[config.mk]
export PLATFORM = sky130hd
export DESIGN_NAME = bist_ctrl
export DESIGN_NICKNAME = d
export VERILOG_FILES = /design/src/rtl/bist_ctrl.sv
export SDC_FILE = /design/constraint.sdc
export NUM_CORES = 1
export LEC_CHECK = 0
export ABC_CLOCK_PERIOD_IN_PS = 3590
export BUFFER_PORTS_ARGS = -buffer_cell sky130_fd_sc_hd__buf_2
export CORE_MARGIN = 4
export CORE_UTILIZATION = 49
export CTS_CLUSTER_SIZE = 12
export DETAILED_ROUTE_END_ITERATION = 10
export PLACE_DENSITY = 0.91
export RECOVER_POWER = 50
export SETUP_SLACK_MARGIN = 0.1
export SYNTH_ARGS = -nofsm -noshare
export SYNTH_HDL_FRONTEND = slang
export SYNTH_SLANG_ARGS = --single-unit
[constraint.sdc]
create_clock -name clk -period 3.59 [get_ports clk]
set_clock_uncertainty 0.15 [all_clocks]
set_input_delay 0.1795 -clock clk [delete_from_list [all_inputs] [get_ports clk]]
set_output_delay 0.1795 -clock clk [all_outputs]
set_load 0.005 [all_outputs]
[src/rtl/bist_ctrl.sv]
// BIST sequencer: seeds the TPG/MISR, runs NUM_PATTERNS patterns, flushes the MISR and compares against GOLDEN_SIG.
// Optional abort input is built when BIST_ABORT_EN is defined.
//
// state   | meaning
// IDLE    | waiting for start
// INIT    | TPG/MISR reset, counters and result cleared
// RUN     | TPG and MISR advancing, one pattern per cycle
// FLUSH   | MISR compacting the tail of the TPG pipeline
// COMPARE | signature sampled against the golden value
// DONE    | result held until the next start
module bist_ctrl #(
  parameter int              NUM_PATTERNS = 1000,
  parameter int              PAT_CNT_W    = 16,
  parameter int              FLUSH_CYCLES = 2,
  parameter int              SIG_W        = 36,
  parameter logic [SIG_W-1:0] GOLDEN_SIG  = '0
) (
  input  logic                 clk,
  input  logic                 rst,
  input  logic                 start,
`ifdef BIST_ABORT_EN
  input  logic                 abort,
`endif
  input  logic [SIG_W-1:0]     sig_in,
  output logic                 tpg_rst,
  output logic                 tpg_en,
  output logic                 misr_rst,
  output logic                 misr_en,
  output logic [PAT_CNT_W-1:0] pat_cnt,
  output logic                 busy,
  output logic                 done,
  output logic                 pass,
  output logic                 fail
);

  localparam int FL_W       = (FLUSH_CYCLES > 1) ? $clog2(FLUSH_CYCLES) : 1;
  localparam int FLUSH_LOAD = (FLUSH_CYCLES > 0) ? FLUSH_CYCLES - 1 : 0;
  localparam logic [PAT_CNT_W-1:0] LAST_PAT = PAT_CNT_W'(NUM_PATTERNS - 1);

  typedef enum logic [2:0] {
    IDLE    = 3'd0,
    INIT    = 3'd1,
    RUN     = 3'd2,
    FLUSH   = 3'd3,
    COMPARE = 3'd4,
    DONE    = 3'd5
  } state_t;

  state_t                 state_q, state_d;
  logic [PAT_CNT_W-1:0]   pat_cnt_q, pat_cnt_d;
  logic [FL_W-1:0]        flush_cnt_q, flush_cnt_d;
  logic                   pass_q, pass_d, fail_q, fail_d;
  logic                   tpg_rst_q, tpg_rst_d, misr_rst_q, misr_rst_d;
  logic                   tpg_en_q, tpg_en_d, misr_en_q, misr_en_d;
  logic                   busy_q, busy_d, done_q, done_d;

  always_comb begin
    state_d     = state_q;
    pat_cnt_d   = pat_cnt_q;
    flush_cnt_d = flush_cnt_q;
    pass_d      = pass_q;
    fail_d      = fail_q;

    case (state_q)
      IDLE, DONE: begin
        // Result is cleared on the way into INIT so INIT itself shows zeros.
        if (start) begin
          state_d   = INIT;
          pat_cnt_d = '0;
          pass_d    = 1'b0;
          fail_d    = 1'b0;
        end
      end
      INIT: state_d = RUN;
      RUN: begin
        pat_cnt_d = pat_cnt_q + PAT_CNT_W'(1);
        if (pat_cnt_q == LAST_PAT) begin
          flush_cnt_d = FL_W'(FLUSH_LOAD);
          state_d     = (FLUSH_CYCLES == 0) ? COMPARE : FLUSH;
        end
      end
      FLUSH: begin
        if (flush_cnt_q == '0) state_d = COMPARE;
        else flush_cnt_d = flush_cnt_q - FL_W'(1);
      end
      COMPARE: begin
        state_d = DONE;
        pass_d  = (sig_in == GOLDEN_SIG);
        fail_d  = (sig_in != GOLDEN_SIG);
      end
      default: state_d = IDLE;
    endcase

`ifdef BIST_ABORT_EN
    if (abort && (state_q inside {INIT, RUN, FLUSH, COMPARE})) begin
      state_d   = DONE;
      pat_cnt_d = pat_cnt_q;
      pass_d    = 1'b0;
      fail_d    = 1'b1;
    end
`endif

    tpg_rst_d  = (state_d == INIT);
    misr_rst_d = (state_d == INIT);
    tpg_en_d   = (state_d == RUN);
    misr_en_d  = (state_d == RUN) || (state_d == FLUSH);
    busy_d     = state_d inside {INIT, RUN, FLUSH, COMPARE};
    done_d     = (state_d == DONE);
  end

  always_ff @(posedge clk) begin
    if (rst) begin
      state_q     <= IDLE;
      pat_cnt_q   <= '0;
      flush_cnt_q <= '0;
      pass_q      <= 1'b0;
      fail_q      <= 1'b0;
      tpg_rst_q   <= 1'b1;
      misr_rst_q  <= 1'b1;
      tpg_en_q    <= 1'b0;
      misr_en_q   <= 1'b0;
      busy_q      <= 1'b0;
      done_q      <= 1'b0;
    end else begin
      state_q     <= state_d;
      pat_cnt_q   <= pat_cnt_d;
      flush_cnt_q <= flush_cnt_d;
      pass_q      <= pass_d;
      fail_q      <= fail_d;
      tpg_rst_q   <= tpg_rst_d;
      misr_rst_q  <= misr_rst_d;
      tpg_en_q    <= tpg_en_d;
      misr_en_q   <= misr_en_d;
      busy_q      <= busy_d;
      done_q      <= done_d;
    end
  end

  assign tpg_rst  = tpg_rst_q;
  assign misr_rst = misr_rst_q;
  assign tpg_en   = tpg_en_q;
  assign misr_en  = misr_en_q;
  assign pat_cnt  = pat_cnt_q;
  assign busy     = busy_q;
  assign done     = done_q;
  assign pass     = pass_q;
  assign fail     = fail_q;

endmodule

==> reports/qor.txt <==
CTS Buf Count: 3
Post-DR vias/cell: 5.90
Root Driver: clkbuf_4
Ratio of final minimum period to clock period: 55.5%
Largest net degree at the start of global routing: 26
Core area: 2570 um2
Yosys warnings: 0
Total wire length: 3650 um
H-tree depth: 1
Core Rows: 18
Delay-heaviest family, CP: simple AND/OR/NAND/NOR gates
Crit Path Category: reg2reg
DRT iter0 DRCs: 77
CP required: 3.71 ns
Initial antenna violation count: 0
Slowest CP cell: nor3b_4
Worst-Margin Slew: 0.524 ns
Cell variety after synth: 41
Die X: 60.6 um
Area growth syn-to-layout: 22.5%
Vias in the first global route: 1381
Reg clk slew, reported paths: 0.14 ns
Leak pwr: 0.660 nW
Nets: 256
Slew HR: 65.1%
# fillers: 236
Avg Cell Area, Syn: 8.52 um2
Cells taking the most area after synthesis: dfxtp_1, nor4_1, a21oi_1
Critical path capture point type: flip-flop
Synthesized netlist cell count: 159
Router iterations before antenna repair: 4
Register area share after synthesis: 39.9%
Reg area: 541 um2
First-pass GRT wire length: 6080 um
Share of cells above drive strength 1: 28.4%
CTS tree: built
Post-DP HPWL: 2770 um
I/O pins: 63
Final Hold Viols: 0
Flops & latches, synth: 27
Number of buffers added on ports: 62
Final min period: 1.99 ns
Drc violations: 0
Clock Latency Late Sink: 0.33 ns
Post_cts resized: 0
Status: finished, final reports clean
Initial Util: 52.8%
DR vias: 1446
TNS Setup: 0 ns
# setup viols final: 0
Arr. time, crit path: 2.11 ns
GRT Util Overall: 21.7%
Detail Route Antenna Nets: 0
Placer congestion estimate: 0.773
Routed WL per cell: 14.9 um
FMAX: 501 MHz
Cts hold-fix bufs: 0
CP Max Fanout: 14
Worst-path cell chain: nor3b_4, nand2_1, or3_4, a211oi_2
Remaining global-route overflow: 0
Crit path buf inv count: 0
Share of the synthesized area in the top cell type: 39.9%
Diode count: 0
Sink Count: 27
Pwr Density: 311 nW/um2
Post-synth net total: 199
Critical Path Max Stage Delay: 0.53 ns
Max cap viols: 0
Die height: 60.6 um
Mapped cell area: 1360 um2
RSZ-0062 raised after global routing: no
Area leader, netlist: dfxtp_1
Asr flop ratio synth: 0%
Clock buffer depth: 2
Number of synthesized flops with an enable pin: 0
Area of the multi-input gates: 739 um2
Post-layout util: 64.7%
Worst Setup Start Kind: flip-flop
Die Area: 3670 um2
Synth Flop Type: dfxtp_1
Slew Viols, Final: 0
Post-CTS setup buffer count: 0
Maximum VDD drop: 0.333 mV
Worst hold-check path type: in2reg
[placed cells by master (no fill, tap or decap), types with 2 or more instances in the layout]
| master | instances |
|---|---|
| nor3_1 | 6 |
| a211oi_2 | 2 |
| and2_1 | 3 |
| o31ai_1 | 2 |
| o41ai_1 | 5 |
| clkbuf_1 | 11 |
| inv_1 | 5 |
| clkbuf_4 | 3 |
| and3_1 | 4 |
| and4_1 | 2 |
| nand4_1 | 9 |
| nor2_1 | 10 |
| o21ai_0 | 4 |
| o2111ai_1 | 5 |
| dfxtp_1 | 27 |
| nor3b_1 | 2 |
| a21oi_1 | 13 |
| nand2_1 | 12 |
| nand3_1 | 7 |
| buf_2 | 51 |
| nor4_1 | 11 |
| a31oi_1 | 3 |
[sequential cells by signal, summed over array words and instances (netlist names)]
signal       count
misr_rst         1
misr_en          1
pass             1
fail             1
busy             1
pat_cnt         16
flush_cnt_q      1
tpg_en           1
state_q          3
done             1
[worst reg2reg max path: stages (launching register included)]
cell,delay (ns)
dfxtp_1,0.49
nor3b_4,0.53
nand2_1,0.12
or3_4,0.43
a211oi_2,0.22
[synth_stat cells (2+ instances only)]
library cell,number
buf_2,2
inv_1,5
nand3_1,7
clkbuf_1,4
nor4_1,11
dfxtp_1,27
and2_1,3
buf_4,2
o31ai_1,2
nand2_1,12
o2111ai_1,5
a211oi_2,2
and3_1,4
nor3_1,6
nand4_1,9
o21ai_0,4
a21oi_1,13
nor3b_1,2
o41ai_1,5
and4_1,2
nor2_1,10
a31oi_1,3
[final timing paths]
check	from	to	slack, ns	cells past startpoint
worst max-delay path	state_q[1]	flush_cnt_q	1.60	4
worst max register to register	state_q[1]	flush_cnt_q	1.60	4
worst min register to register	pat_cnt[15]	pat_cnt[15]	0.36	1
worst min-delay path	start	busy	0.03	3
[stage by stage]
step           instance area [um2]  cells  worst slack, ns  power, mW  hold slack [ns]
2_1_floorplan                 1360    159             1.99      0.361            0.217
3_3_place_gp                  1650    241             1.68      0.390            0.322
3_5_place_dp                  1650    241             1.62      0.392            0.340
4_1_cts                       1670    245             1.60      0.520           0.0165
5_1_grt                       1660    245             1.39      0.545           0.0625
6_report                      1660    245             1.60      0.516           0.0282
[per-layer routing]
layer / global-route usage (%) / share of wire, % / vias up / wire length [um]
met4: 10.2 / 1.7 / 0 / 61
met1: 27.6 / 42 / 670 / 1540
li1: - / - / 730 / -
met3: 3.19 / 5.0 / 7 / 183
met5: 0 / 0 / - / 0
met2: 36.2 / 51 / 39 / 1860
[final cells by class]
class                   count  area share [%]
repair buffers             62            17.9
multi-input cells         117            44.5
well taps                  30            2.26
inverters                   5            1.13
clock inverters             1           0.301
clock buffers               3            1.36
flip-flops and latches     27            32.6
[power breakdown]
part | internal (mW) | total, mW | switching, mW
Clock | 0.0419 | 0.129 | 0.0874
Combinational | 0.0304 | 0.0711 | 0.0407
Sequential | 0.307 | 0.315 | 0.00804
[kinds of logic after synthesis]
group / synth area share, %
simple gates: 32.7
compound gates: 20.3
flops: 39.9
buf+inv: 5.54
xor+xnor: 0.646
fa+ha+maj: 0.923
No activity file was read; power rests on OpenSTA's default activity.
